--- src/rtl/rggen_register_access_master.sv ---
// Initiator end of the rggen register bus.
// Issues one register access per command and returns its status/data.
module rggen_register_access_master #(
    parameter int ADDRESS_WIDTH  = 16,
    parameter int DATA_WIDTH     = 32,
    parameter int TIMEOUT_CYCLES = 255
) (
    input  logic                      clk,
    input  logic                      rst,
    input  logic                      cmd_valid,
    output logic                      cmd_ready,
    input  logic                      cmd_direction,
    input  logic [ADDRESS_WIDTH-1:0]  cmd_address,
    input  logic [DATA_WIDTH-1:0]     cmd_write_data,
    input  logic [DATA_WIDTH/8-1:0]   cmd_strobe,
    output logic                      rsp_valid,
    input  logic                      rsp_ready,
    output logic [1:0]                rsp_status,
    output logic [DATA_WIDTH-1:0]     rsp_read_data,
    output logic                      reg_valid,
    output logic                      reg_direction,
    output logic [ADDRESS_WIDTH-1:0]  reg_address,
    output logic [DATA_WIDTH-1:0]     reg_write_data,
    output logic [DATA_WIDTH/8-1:0]   reg_strobe,
    input  logic                      reg_ready,
    input  logic [1:0]                reg_status,
    input  logic [DATA_WIDTH-1:0]     reg_read_data,
    output logic                      timeout_pulse,
    output logic                      busy
);

    localparam int SW = DATA_WIDTH / 8;
    localparam int CW =
        (TIMEOUT_CYCLES > 0) ? $clog2(TIMEOUT_CYCLES + 1) : 1;
    localparam logic [CW-1:0] CNT_LAST = CW'(TIMEOUT_CYCLES - 1);
    localparam logic [CW-1:0] CNT_MAX  = '1;
    localparam logic          TO_EN    = (TIMEOUT_CYCLES > 0);

    localparam logic       RGGEN_WRITE       = 1'b1;
    localparam logic [1:0] RGGEN_SLAVE_ERROR = 2'b10;

    typedef enum logic [1:0] {
        IDLE,
        ACCESS,
        RESPOND
    } state_e;

    state_e                   state_q, state_d;
    logic                     dir_q, dir_d;
    logic [ADDRESS_WIDTH-1:0] addr_q, addr_d;
    logic [DATA_WIDTH-1:0]    wdata_q, wdata_d;
    logic [SW-1:0]            strb_q, strb_d;
    logic [1:0]               status_q, status_d;
    logic [DATA_WIDTH-1:0]    rdata_q, rdata_d;
    logic                     pulse_q, pulse_d;
    logic [CW-1:0]            count_q, count_d;
    logic                     timeout_hit;

    // Abort when the last allowed access cycle passes without reg_ready.
    assign timeout_hit = TO_EN && (count_q == CNT_LAST);

    // Next-state and datapath updates for the access sequencer.
    always_comb begin
        state_d  = state_q;
        dir_d    = dir_q;
        addr_d   = addr_q;
        wdata_d  = wdata_q;
        strb_d   = strb_q;
        status_d = status_q;
        rdata_d  = rdata_q;
        pulse_d  = 1'b0;
        count_d  = count_q;
        unique case (state_q)
            IDLE: begin
                if (cmd_valid) begin
                    dir_d   = cmd_direction;
                    addr_d  = cmd_address;
                    count_d = '0;
                    state_d = ACCESS;
                    if (cmd_direction == RGGEN_WRITE) begin
                        wdata_d = cmd_write_data;
                        strb_d  = cmd_strobe;
                    end else begin
                        wdata_d = '0;
                        strb_d  = '1;
                    end
                end
            end
            ACCESS: begin
                if (count_q != CNT_MAX) begin
                    count_d = count_q + 1'b1;
                end
                if (reg_ready) begin
                    status_d = reg_status;
                    state_d  = RESPOND;
                    if (dir_q == RGGEN_WRITE) begin
                        rdata_d = '0;
                    end else begin
                        rdata_d = reg_read_data;
                    end
                end else if (timeout_hit) begin
                    status_d = RGGEN_SLAVE_ERROR;
                    rdata_d  = '0;
                    pulse_d  = 1'b1;
                    state_d  = RESPOND;
                end
            end
            RESPOND: begin
                if (rsp_ready) begin
                    state_d = IDLE;
                end
            end
            default: begin
                state_d = IDLE;
            end
        endcase
    end

    // State and datapath registers with synchronous reset.
    always_ff @(posedge clk) begin
        if (rst) begin
            state_q  <= IDLE;
            dir_q    <= 1'b0;
            addr_q   <= '0;
            wdata_q  <= '0;
            strb_q   <= '0;
            status_q <= 2'b00;
            rdata_q  <= '0;
            pulse_q  <= 1'b0;
            count_q  <= '0;
        end else begin
            state_q  <= state_d;
            dir_q    <= dir_d;
            addr_q   <= addr_d;
            wdata_q  <= wdata_d;
            strb_q   <= strb_d;
            status_q <= status_d;
            rdata_q  <= rdata_d;
            pulse_q  <= pulse_d;
            count_q  <= count_d;
        end
    end

    assign cmd_ready      = (state_q == IDLE);
    assign reg_valid      = (state_q == ACCESS);
    assign rsp_valid      = (state_q == RESPOND);
    assign busy           = (state_q != IDLE);
    assign reg_direction  = dir_q;
    assign reg_address    = addr_q;
    assign reg_write_data = wdata_q;
    assign reg_strobe     = strb_q;
    assign rsp_status     = status_q;
    assign rsp_read_data  = rdata_q;
    assign timeout_pulse  = pulse_q;

endmodule

--- config.mk ---
export PLATFORM = sky130hd
export DESIGN_NAME = rggen_register_access_master
export DESIGN_NICKNAME = d
export VERILOG_FILES = /design/src/rtl/rggen_register_access_master.sv
export SDC_FILE = /design/constraint.sdc
export NUM_CORES = 1
export LEC_CHECK = 0
export ABC_AREA = 1
export BUFFER_PORTS_ARGS = -buffer_cell sky130_fd_sc_hd__buf_4
export CAP_MARGIN = 0
export CORE_ASPECT_RATIO = 1.2
export CORE_MARGIN = 2
export CORE_UTILIZATION = 48
export CTS_CLUSTER_SIZE = 28
export DETAILED_ROUTE_END_ITERATION = 7
export PLACE_DENSITY = 0.8
export SETUP_SLACK_MARGIN = 0.2
export SLEW_MARGIN = 40
export SYNTH_ARGS = -nofsm -noshare
export SYNTH_HDL_FRONTEND = slang
export SYNTH_SLANG_ARGS = --single-unit
--- constraint.sdc ---
create_clock -name clk -period 1.5 [get_ports clk]
set_input_delay 0.15 -clock clk [delete_from_list [all_inputs] [get_ports clk]]
set_output_delay 0.15 -clock clk [all_outputs]
set_load 0.02 [all_outputs]
[Word level (Yosys, flattened, before mapping)]
Cells that the tools add are included.
Cells by class
  bitwise logic cells: 1
  reductions and logical operators: 9
  equality and inequality tests: 8
  mux-type cells: 15
  $add $sub $neg: 1
Operators by type and width (count)
  32-bit 2-to-1 mux: 4
  8-bit 2-to-1 mux: 2
  8-bit case mux with 2 select lines: 1
  2-bit 2-to-1 mux: 5
  8-bit by 1-bit adder with 8-bit output (second input constant): 1
  8-bit == test (second input constant): 1
  8-bit != test (second input constant): 1
  2-bit case mux with 3 select lines: 1
  3-bit AND reduction: 2
  2-bit nonzero test: 3
  4-bit 2-to-1 mux: 1
  2-bit by 1-bit != test with 1-bit output (second input constant): 2
  2-bit AND reduction: 2
  3-bit by 1-bit != test with 1-bit output (second input constant): 1
  3-bit OR reduction: 1
  2-bit by 1-bit == test with 1-bit output (second input constant): 1
  2-bit == test (second input constant): 1
  2-bit logical NOT: 1
  2-bit != test (second input constant): 1
  1-bit 2-to-1 mux: 1
  1-bit inverter: 1
Word-level totals
  output and inout port bits: 92
  bits in registers: 98
  word-level logic and storage cells: 43
  bits of input ports: 92

[Logic depth before layout (Yosys ltp)]
Gate-level depths: netlist of run 1.
  depth after elaboration: 4
  depth in mapped cells: 9
  mapped depth without buffers: 9

[Worst setup path before layout of run 1]
Ideal clock, no wire load.
  path type: register -> register
  start: register state_q[1]
  end: register wdata_q[0] (netlist: reg_write_data[0])
  library setup time: 132 ps
  stages on the path, launching flop included: 7
  path slack: 10 ps
  arrival: 1358 ps
  required time: 1368 ps
  path buffers: 2
  clock period less this slack: 1490 ps
  cells stage by stage: dfxtp_1 nor2_1 nand2_1 buf_2 buf_4 nand2_1 a21oi_1
On the way
  cells in the longest elaborated chain, start to end: 2
Ends and longest elaborated chain
  start: declaration: RTL line 48  | state_e state_q, state_d;
  start signal: assignment: RTL line 132  | state_q <= state_d;
  2-bit logical NOT
  named net cmd_ready: RTL line 11  | output logic cmd_ready,
  2-bit AND reduction (no source line)
  end signal: assignment: RTL line 135  | wdata_q <= wdata_d;
  end: declaration: RTL line 51  | logic [DATA_WIDTH-1:0] wdata_q, wdata_d;
The timed path passes the listed nets, and every way through them passes these cells.
A chain may end at the register's enable or synchronous reset.

[Worst setup path in the final report of run 1]
  start: register state_q[0]
  end: register wdata_q[7] (netlist: reg_write_data[7])
On the way
  cells in the longest elaborated chain, start to end: 2
Ends and longest elaborated chain
  2-bit logical NOT: RTL line 73  | unique case (state_q)
  2-bit AND reduction (no source line)
No other way between the ends.

==> flow_summary.html, run 1 <==
<table>
<tr><th>Metric</th><th>Value</th></tr>
<tr><th colspan="2">Floorplanning</th></tr>
<tr><td>Initial cell density of the core</td><td>0.487</td></tr>
<tr><td>Die width</td><td>90.7 um</td></tr>
<tr><td>Number of rows in the core area</td><td>38</td></tr>
<tr><td>Number of top-level pins</td><td>184</td></tr>
<tr><td>Vertical extent of the die</td><td>108 um</td></tr>
<tr><td>Total Die Area</td><td>9810 sq um</td></tr>
<tr><td>Floorplan Core Area</td><td>8890 sq um</td></tr>
<tr><th colspan="2">STA</th></tr>
<tr><td>Fin crit share</td><td>1.00</td></tr>
<tr><td>Minimum clock period after layout</td><td>1.50 ns</td></tr>
<tr><td>Setup Skew</td><td>0.0186 ns</td></tr>
<tr><td>Worst-Margin Slew</td><td>0.596 ns</td></tr>
<tr><td>Final Hold Viols</td><td>0</td></tr>
<tr><td>Final slew viol count</td><td>0</td></tr>
<tr><td>Highest attainable clock frequency</td><td>664 MHz</td></tr>
<tr><td>Tightest slew margin relative to the limit</td><td>0.603</td></tr>
<tr><td>Final setup violation count</td><td>1</td></tr>
<tr><td>Post-layout worst setup margin</td><td>-0.00498 ns</td></tr>
<tr><td>RSZ-0062 raised after global routing</td><td>true</td></tr>
<tr><th colspan="2">Place</th></tr>
<tr><td>Final GP Congestion</td><td>0.829</td></tr>
<tr><td>Post-placement worst setup slack</td><td>0.00625 ns</td></tr>
<tr><td>Count of buffers inserted at the top-level ports</td><td>183</td></tr>
<tr><td>Post-DP Area</td><td>5810 sq um</td></tr>
<tr><td>Total half-perimeter wirelength after legalization and detailed placement</td><td>8280 um</td></tr>
<tr><th colspan="2">Yosys</th></tr>
<tr><td>Count of flip-flops with a built-in enable after synthesis</td><td>0</td></tr>
<tr><td>Share of flip-flops with an asynchronous set or reset after synthesis</td><td>0</td></tr>
<tr><td>Count of distinct cell types in the synthesized netlist</td><td>21</td></tr>
<tr><td>Top cells by count, synth</td><td>118 x sky130_fd_sc_hd__nor2_1, 98 x sky130_fd_sc_hd__dfxtp_1, 92 x sky130_fd_sc_hd__nand2_1</td></tr>
<tr><td>Syn_area_per_cell</td><td>6.91 sq um</td></tr>
<tr><td>Top cells by area in the synthesized netlist</td><td>sky130_fd_sc_hd__dfxtp_1 45%, sky130_fd_sc_hd__nor2_1 10%, sky130_fd_sc_hd__nand3_1 9.5%, sky130_fd_sc_hd__nand2_1 8.0%, sky130_fd_sc_hd__a21oi_1 7.4%</td></tr>
<tr><td>Syn nets</td><td>721</td></tr>
<tr><td>Proportion of netlist area held by the largest area contributor</td><td>0.453</td></tr>
<tr><td>Sequential area share after synthesis</td><td>0.453</td></tr>
<tr><td>Number of synthesis warnings</td><td>0</td></tr>
<tr><td>Cell type with the largest total area after synthesis</td><td>sky130_fd_sc_hd__dfxtp_1</td></tr>
<tr><td>Prevailing post-synth register cell</td><td>sky130_fd_sc_hd__dfxtp_1</td></tr>
<tr><td>Count of mapped cells out of synthesis</td><td>627</td></tr>
<tr><td>Netlist Area Pre-Place</td><td>4330 sq um</td></tr>
<tr><td>Most frequently used cell type in the post-synthesis netlist</td><td>sky130_fd_sc_hd__nor2_1</td></tr>
<tr><td>Post-synthesis sequential element count</td><td>98</td></tr>
<tr><th colspan="2">Clocking</th></tr>
<tr><td>Number of clock buffers inserted by TritonCTS</td><td>9</td></tr>
<tr><td>Insertion delay to the later sink of the worst-skew pair</td><td>0.37 ns</td></tr>
<tr><td>Clock transition at the register clock pins on the worst setup and hold paths after CTS</td><td>0.11 ns</td></tr>
<tr><td>Clock sink total</td><td>98</td></tr>
<tr><td>H-tree lvl count</td><td>3</td></tr>
<tr><td>Root Driver</td><td>sky130_fd_sc_hd__clkbuf_8</td></tr>
<tr><td>Clock tree from TritonCTS</td><td>yes</td></tr>
<tr><td>Maximum number of buffers from clock root to sink</td><td>2</td></tr>
<tr><th colspan="2">Critical path</th></tr>
<tr><td>Arrival time reported for the critical path endpoint</td><td>1.80 ns</td></tr>
<tr><td>Critical path peak fanout</td><td>8</td></tr>
<tr><td>Data required time at the worst endpoint</td><td>1.79 ns</td></tr>
<tr><td>Startpoint Class</td><td>flop</td></tr>
<tr><td>Nature of the critical path endpoint</td><td>flop</td></tr>
<tr><td>Classification of the worst setup path</td><td>flop to flop</td></tr>
<tr><th colspan="2">Route</th></tr>
<tr><td>Routed Antenna Nets</td><td>0</td></tr>
<tr><td>Average routed wire per standard cell</td><td>18.3 um</td></tr>
<tr><td>DRC viols</td><td>0</td></tr>
<tr><td>Vias after detailed routing</td><td>5232</td></tr>
<tr><td>Post-detailed-route via-to-cell ratio</td><td>5.43</td></tr>
<tr><td>Total Wirelength</td><td>17600 um</td></tr>
<tr><td>Number of DRC markers in iteration 0</td><td>355</td></tr>
<tr><td>Number of search-and-repair iterations in the first detailed-routing pass</td><td>6</td></tr>
<tr><th colspan="2">Power</th></tr>
<tr><td>Cell-internal power</td><td>4.20 mW</td></tr>
<tr><td>Switching Share</td><td>0.325</td></tr>
<tr><td>Fraction of power consumed by combinational cells</td><td>0.283</td></tr>
<tr><td>Share of total power in the clock network</td><td>0.257</td></tr>
<tr><td>Worst ir drop on vdd</td><td>747 uV</td></tr>
<tr><td>Static leakage power</td><td>3.60 nW</td></tr>
<tr><td>Sequential share of power</td><td>0.460</td></tr>
<tr><td>Net switching component of the power</td><td>2.02 mW</td></tr>
<tr><td>Pwr Density</td><td>830 nW/um^2</td></tr>
<tr><th colspan="2">Finish</th></tr>
<tr><td>Count of filler cells inserted in the layout</td><td>444</td></tr>
<tr><td>Post-route design area</td><td>7490 sq um</td></tr>
<tr><td>Diodes inserted</td><td>0</td></tr>
<tr><td>Synthesis-to-layout area growth</td><td>72.9%</td></tr>
<tr><td>Fraction of final layout cells with drive strength greater than 1</td><td>0.464</td></tr>
<tr><td>Final-stage net count</td><td>933</td></tr>
<tr><th colspan="2">Run status</th></tr>
<tr><td>Run status</td><td>complete, but fails checks</td></tr>
<tr><td>Violated checks</td><td>negative setup slack</td></tr>
<tr><th colspan="2">Worst hold path</th></tr>
<tr><td>Worst min-delay path class</td><td>input port to flop</td></tr>
<tr><th colspan="2">Global routing</th></tr>
<tr><td>Largest net degree at the start of global routing</td><td>41</td></tr>
<tr><td>Overflow left after global routing</td><td>0</td></tr>
<tr><td>Initial antenna violation count</td><td>0</td></tr>
<tr><td>Vias in the first global route</td><td>4506</td></tr>
<tr><td>GRT Total Usage</td><td>0.257</td></tr>
<tr><td>Global-route wire length before repair</td><td>20500 um</td></tr>
<tr><th colspan="2">Run</th></tr>
<tr><td># Max-Cap Violations</td><td>0</td></tr>
</table>
[critical path: stages (launching register included)]
cell	delay, ns
sky130_fd_sc_hd__dfxtp_2	0.35
sky130_fd_sc_hd__buf_6	0.12
sky130_fd_sc_hd__nor2_4	0.23
sky130_fd_sc_hd__nand2_8	0.14
sky130_fd_sc_hd__clkinv_8	0.12
sky130_fd_sc_hd__clkbuf_16	0.20
sky130_fd_sc_hd__nand3_4	0.09
sky130_fd_sc_hd__a21oi_2	0.18
[metrics by stage]
| stage | utilization | hold WS, ns | instances | setup TNS, ns | power (mW) |
|---|---|---|---|---|---|
| floorplan | - | 0.228 | 627 | 0 | 3.58 |
| global placement | 0.654 | 0.375 | 900 | 0 | 4.10 |
| detailed placement | 0.654 | 0.376 | 900 | 0 | 4.13 |
| CTS | 0.720 | 0.00197 | 939 | 0 | 5.71 |
| global route | 0.843 | 0.0219 | 963 | -0.0462 | 6.44 |
| finish | 0.843 | 0.0188 | 963 | -0.00498 | 6.22 |
[sequential cells by signal (all words and copies together) (netlist names)]
| register | cells |
|---|---|
| timeout_pulse | 1 |
| reg_address | 16 |
| rsp_read_data | 32 |
| state_q | 2 |
| count_q | 8 |
| rsp_status | 2 |
| reg_direction | 1 |
| reg_strobe | 4 |
| reg_write_data | 32 |
[layer usage]
metal  share of wire  GRT usage
met5               0          0
met4           0.044      0.133
met2            0.51      0.454
met3           0.079     0.0655
met1            0.37      0.287
[logic make-up after synthesis]
group | after synthesis | share of synthesized area
AOI/OAI and AO/OA | 97 | 0.120
DFF | 98 | 0.453
adders and majority gates | 2 | 0.00577
buffers and inverters | 129 | 0.131
and+or+nand+nor | 301 | 0.291
[cells in the final DEF, fill, tap and decap left out, types with 10 or more instances in the layout]
master and instances:
sky130_fd_sc_hd__a21oi_1 27, sky130_fd_sc_hd__buf_6 10, sky130_fd_sc_hd__nand3_4 18, sky130_fd_sc_hd__o21ai_1 13
sky130_fd_sc_hd__dfxtp_1 88, sky130_fd_sc_hd__clkbuf_16 13, sky130_fd_sc_hd__nand2_1 74, sky130_fd_sc_hd__nor2_1 109
sky130_fd_sc_hd__buf_4 198, sky130_fd_sc_hd__inv_1 76, sky130_fd_sc_hd__o21ai_0 10, sky130_fd_sc_hd__nand3_2 15
sky130_fd_sc_hd__a21oi_2 45, sky130_fd_sc_hd__nand3_1 49, sky130_fd_sc_hd__clkbuf_8 10, sky130_fd_sc_hd__buf_12 13
[final timing paths]
kind / start / to / slack [ns] / cells past startpoint
max: state_q[0] / reg_write_data[7] / -0.005 / 7
min: cmd_address[9] / reg_address[9] / 0.02 / 3
max reg2reg: state_q[0] / reg_write_data[7] / -0.005 / 7
min reg2reg: rsp_status[1] / rsp_status[1] / 0.47 / 2
[cell type report]
type                       instances  area, sq um  share of cell area
multi-input combinational        401         2480               0.331
tap                              120          150              0.0200
inverter                          85          339              0.0452
timing repair buffer             243         2360               0.315
timing repair inverter             1         8.76             0.00117
clock inverter                     4         28.8             0.00384
clock buffer                      11          141              0.0189
sequential                        98         1990               0.265
[power groups by stage]
stage / Sequential, mW / Combinational [mW] / Clock, mW
6_report: 2.86 / 1.76 / 1.60
5_1_grt: 2.87 / 1.86 / 1.71
4_1_cts: 2.84 / 1.29 / 1.58
3_5_place_dp: 2.91 / 1.23 / 0
3_3_place_gp: 2.90 / 1.20 / 0
2_1_floorplan: 3.07 / 0.514 / 0
[repair_timing]
| item | in CTS | in global routing |
|---|---|---|
| hold buffers | 2 | 0 |
| pin swaps | 11 | 54 |
| endpoints found under the setup margin | 50 | 97 |
| endpoints found under the hold margin | 2 | 0 |
| buffers inserted | 17 | 6 |
| gates resized for setup | 41 | 167 |
| cloned | 5 | 18 |
Power figures use the tool's default switching activity.
==> run 2: changes to the inputs <==
Settings changed: GPL_TIMING_DRIVEN set to 0.
==> run 2 against run 1 <==
Compared with the run above:
- the run now ends clean
- cell count decreased by 0.21%
- die area unchanged
- fmax increased by 7.9%
- register-to-register slack improved by 0.11 ns
- utilization decreased by 10 points
==> flow_summary.html, run 2 (synthesized netlist as in run 1, its figures left out) <==
<table>
<tr><th>Metric</th><th>Value</th></tr>
<tr><th colspan="2">STA</th></tr>
<tr><td>RSZ-0062 raised after global routing</td><td>true</td></tr>
<tr><td>Worst-Margin Slew</td><td>0.538 ns (-0.0575 ns)</td></tr>
<tr><td>Final slew viol count</td><td>0 (unchanged)</td></tr>
<tr><td>Tightest slew margin relative to the limit</td><td>0.641 (+0.0383)</td></tr>
<tr><td>Setup Skew</td><td>0.00755 ns (-0.0111 ns)</td></tr>
<tr><td>Final Hold Viols</td><td>0 (unchanged)</td></tr>
<tr><td>Final setup violation count</td><td>0 (-1)</td></tr>
<tr><td>Minimum clock period after layout</td><td>1.40 ns (-0.110 ns)</td></tr>
<tr><td>Setup TNS Final</td><td>0 ns (+0.00498 ns)</td></tr>
<tr><td>Fin crit share</td><td>0.930 (-0.0732)</td></tr>
<tr><td>Highest attainable clock frequency</td><td>717 MHz (+7.9%)</td></tr>
<tr><th colspan="2">Route</th></tr>
<tr><td>Routed Antenna Nets</td><td>0 (unchanged)</td></tr>
<tr><td>Total Wirelength</td><td>13300 um (-25%)</td></tr>
<tr><td>Vias after detailed routing</td><td>4852 (-7.3%)</td></tr>
<tr><td>Average routed wire per standard cell</td><td>13.9 um (-24%)</td></tr>
<tr><td>Post-detailed-route via-to-cell ratio</td><td>5.05 (-7.1%)</td></tr>
<tr><td>DRC viols</td><td>0 (unchanged)</td></tr>
<tr><td>Number of search-and-repair iterations in the first detailed-routing pass</td><td>5 (-1)</td></tr>
<tr><td>Number of DRC markers in iteration 0</td><td>298 (-16%)</td></tr>
<tr><th colspan="2">Power</th></tr>
<tr><td>Worst ir drop on vdd</td><td>710 uV (-5.0%)</td></tr>
<tr><td>Cell-internal power</td><td>4.37 mW (+4.0%)</td></tr>
<tr><td>Static leakage power</td><td>3.26 nW (-9.5%)</td></tr>
<tr><td>Fraction of power consumed by combinational cells</td><td>0.223 (-0.060)</td></tr>
<tr><td>Share of total power in the clock network</td><td>0.312 (+0.055)</td></tr>
<tr><td>Switching Share</td><td>0.290 (-0.0352)</td></tr>
<tr><td>Net switching component of the power</td><td>1.78 mW (-12%)</td></tr>
<tr><td>Sequential share of power</td><td>0.465 (+0.005)</td></tr>
<tr><td>Pwr Density</td><td>937 nW/um^2 (+13%)</td></tr>
<tr><th colspan="2">Clocking</th></tr>
<tr><td>Insertion delay to the later sink of the worst-skew pair</td><td>0.37 ns (about the same)</td></tr>
<tr><td>Number of clock buffers inserted by TritonCTS</td><td>9 (unchanged)</td></tr>
<tr><td>Clock tree from TritonCTS</td><td>yes</td></tr>
<tr><td>Clock transition at the register clock pins on the worst setup and hold paths after CTS</td><td>0.09 ns (-0.02 ns)</td></tr>
<tr><td>Clock sink total</td><td>98 (unchanged)</td></tr>
<tr><td>Maximum number of buffers from clock root to sink</td><td>2 (unchanged)</td></tr>
<tr><td>Root Driver</td><td>sky130_fd_sc_hd__clkbuf_8</td></tr>
<tr><td>H-tree lvl count</td><td>3 (unchanged)</td></tr>
<tr><th colspan="2">Finish</th></tr>
<tr><td>Synthesis-to-layout area growth</td><td>51.4%</td></tr>
<tr><td>Most common cell after layout, fill and taps aside</td><td>sky130_fd_sc_hd__buf_4</td></tr>
<tr><td>Count of filler cells inserted in the layout</td><td>681 (+53%)</td></tr>
<tr><td>Register cell area after layout</td><td>1980 sq um (-0.25%)</td></tr>
<tr><td>Final-stage net count</td><td>930 (-0.32%)</td></tr>
<tr><td>Area of combinational cells with multiple inputs</td><td>2030 sq um (-18%)</td></tr>
<tr><td>Diodes inserted</td><td>0 (unchanged)</td></tr>
<tr><td>Post-route design area</td><td>6560 sq um (-12%)</td></tr>
<tr><td>Commonest cells after routing, fill and taps aside</td><td>194 x sky130_fd_sc_hd__buf_4, 112 x sky130_fd_sc_hd__nor2_1, 88 x sky130_fd_sc_hd__nand2_1, 88 x sky130_fd_sc_hd__dfxtp_1, 81 x sky130_fd_sc_hd__inv_1</td></tr>
<tr><td>Fraction of final layout cells with drive strength greater than 1</td><td>0.372 (-0.0916)</td></tr>
<tr><th colspan="2">Global routing</th></tr>
<tr><td>Global-route wire length before repair</td><td>20700 um (+1.3%)</td></tr>
<tr><td>Initial antenna violation count</td><td>0 (unchanged)</td></tr>
<tr><td>Overflow left after global routing</td><td>0 (unchanged)</td></tr>
<tr><td>Largest net degree at the start of global routing</td><td>17 (-59%)</td></tr>
<tr><td>Vias in the first global route</td><td>4552 (+1.0%)</td></tr>
<tr><td>GRT Total Usage</td><td>0.262 (+0.00538)</td></tr>
<tr><th colspan="2">Run status</th></tr>
<tr><td>Run status</td><td>complete, no violations</td></tr>
<tr><th colspan="2">Critical path</th></tr>
<tr><td>Reg-to-reg setup timing slack</td><td>0.10 ns (+0.11 ns)</td></tr>
<tr><td>Classification of the worst setup path</td><td>flop to flop</td></tr>
<tr><td>Launching point of the worst reg2reg path</td><td>state_q[0]</td></tr>
<tr><td>Critical R2R Capture</td><td>rsp_read_data[22]</td></tr>
<tr><td>Startpoint Class</td><td>flop</td></tr>
<tr><td>Nature of the critical path endpoint</td><td>flop</td></tr>
<tr><td>Data required time at the worst endpoint</td><td>1.77 ns (-0.02 ns)</td></tr>
<tr><td>Arrival time reported for the critical path endpoint</td><td>1.66 ns (-0.14 ns)</td></tr>
<tr><td>Critical path peak fanout</td><td>9 (+1)</td></tr>
<tr><td>Cell count of the worst reg-to-reg path</td><td>8 (+1)</td></tr>
<tr><th colspan="2">Place</th></tr>
<tr><td>Final GP Congestion</td><td>0.834 (+0.63%)</td></tr>
<tr><td>Count of buffers inserted at the top-level ports</td><td>181 (-1.1%)</td></tr>
<tr><td>Post-DP Area</td><td>5860 sq um (+0.84%)</td></tr>
<tr><td>Total half-perimeter wirelength after legalization and detailed placement</td><td>9340 um (+13%)</td></tr>
<tr><th colspan="2">Floorplanning</th></tr>
<tr><td>Vertical extent of the die</td><td>108 um (unchanged)</td></tr>
<tr><td>Die width</td><td>90.7 um (unchanged)</td></tr>
<tr><td>Number of rows in the core area</td><td>38 (unchanged)</td></tr>
<tr><td>Floorplan Core Area</td><td>8890 sq um (unchanged)</td></tr>
<tr><td>Number of top-level pins</td><td>184 (unchanged)</td></tr>
<tr><td>Initial cell density of the core</td><td>0.487 (unchanged)</td></tr>
<tr><td>Total Die Area</td><td>9810 sq um (unchanged)</td></tr>
<tr><th colspan="2">Run</th></tr>
<tr><td># Max-Cap Violations</td><td>0 (unchanged)</td></tr>
<tr><th colspan="2">Worst hold path</th></tr>
<tr><td>End of the worst hold path</td><td>reg_address[11]</td></tr>
<tr><td>Worst min-delay path class</td><td>input port to flop</td></tr>
<tr><td>WHS Path Cells</td><td>3 (unchanged)</td></tr>
<tr><td>Launch point of the worst hold path</td><td>cmd_address[11]</td></tr>
</table>
==> run 2: cell count changes in the layout (fill, tap and decap cells not counted), moves of 10 or more <==
cell and delta:
sky130_fd_sc_hd__a21oi_1 +12, sky130_fd_sc_hd__a21oi_2 -13, sky130_fd_sc_hd__clkbuf_1 +11, sky130_fd_sc_hd__clkbuf_16 -12, sky130_fd_sc_hd__nand2_1 +14, sky130_fd_sc_hd__nand3_1 +31
sky130_fd_sc_hd__nand3_2 -13, sky130_fd_sc_hd__nand3_4 -18, sky130_fd_sc_hd__o21ai_0 +10, sky130_fd_sc_hd__o21ai_1 -10
==> run 2: worst max path at each step <==
stage | start | endpoint | slack (ns) | cells past startpoint
floorplan | state_q[1] | reg_write_data[0] | 0.15 | 6
global placement | count_q[5] | rsp_read_data[12] | 0.05 | 7
detailed placement | rst | count_q[0] | -0.04 | 6
CTS | state_q[0] | reg_valid | 0.15 | 4
global route | state_q[0] | rsp_read_data[6] | 0.05 | 8
finish | state_q[0] | rsp_read_data[22] | 0.10 | 8
==> run 2: critical path, cell delays in order (launching register included) <==
cell                        delay, ns
sky130_fd_sc_hd__dfxtp_4         0.39
sky130_fd_sc_hd__inv_4           0.04
sky130_fd_sc_hd__nor2_4          0.15
sky130_fd_sc_hd__buf_6           0.16
sky130_fd_sc_hd__nand2_4         0.07
sky130_fd_sc_hd__buf_12          0.15
sky130_fd_sc_hd__clkbuf_16       0.15
sky130_fd_sc_hd__a21oi_2         0.13
sky130_fd_sc_hd__nor2_1          0.05
==> run 2: layer usage <==
metal	track usage	part of all wire	vias to the layer above
met3	0.0948	0.094	33
met5	0	0	-
li1	-	-	2381
met4	0.109	0.027	0
met2	0.470	0.51	239
met1	0.281	0.37	2199
==> run 2: final cells by class <==
type	instances	area share
Sequential cell	98	0.302
Buffer	44	0.0500
Clock inverter	6	0.0137
Timing Repair Buffer	197	0.231
Tap cell	120	0.0229
Multi-Input combinational cell	401	0.310
Inverter	85	0.0498
Clock buffer	10	0.0210
==> run 2: power by group through the flow <==
stage               clock, mW  sequential [mW]  combinational, mW
detailed placement          0             2.91               1.23
finish                   1.92             2.86               1.37
CTS                      1.95             2.85               1.31
global placement            0             2.90               1.20
floorplan                   0             3.07              0.514
global route             2.06             2.87               1.48
==> run 2: per-stage QoR <==
step	hold slack [ns]	instances	util	power [mW]	setup WS (ns)
2_1_floorplan	0.228	627	-	3.58	0.151
3_3_place_gp	0.376	928	0.659	4.11	0.0489
3_5_place_dp	0.380	928	0.659	4.14	-0.0441
4_1_cts	0.00639	958	0.720	6.11	0.152
5_1_grt	0.00775	961	0.738	6.42	0.0529
6_report	0.0160	961	0.738	6.15	0.105
==> run 2: timing repair <==
item / in CTS / in global routing
hold buffers: 2 / 0
setup buffers: 10 / 2
gates resized for setup: 62 / 44
hold endpoints to repair: 2 / 0
cloned: 2 / 1
endpoints found under the setup margin: 97 / 94
pin swaps: 10 / 4
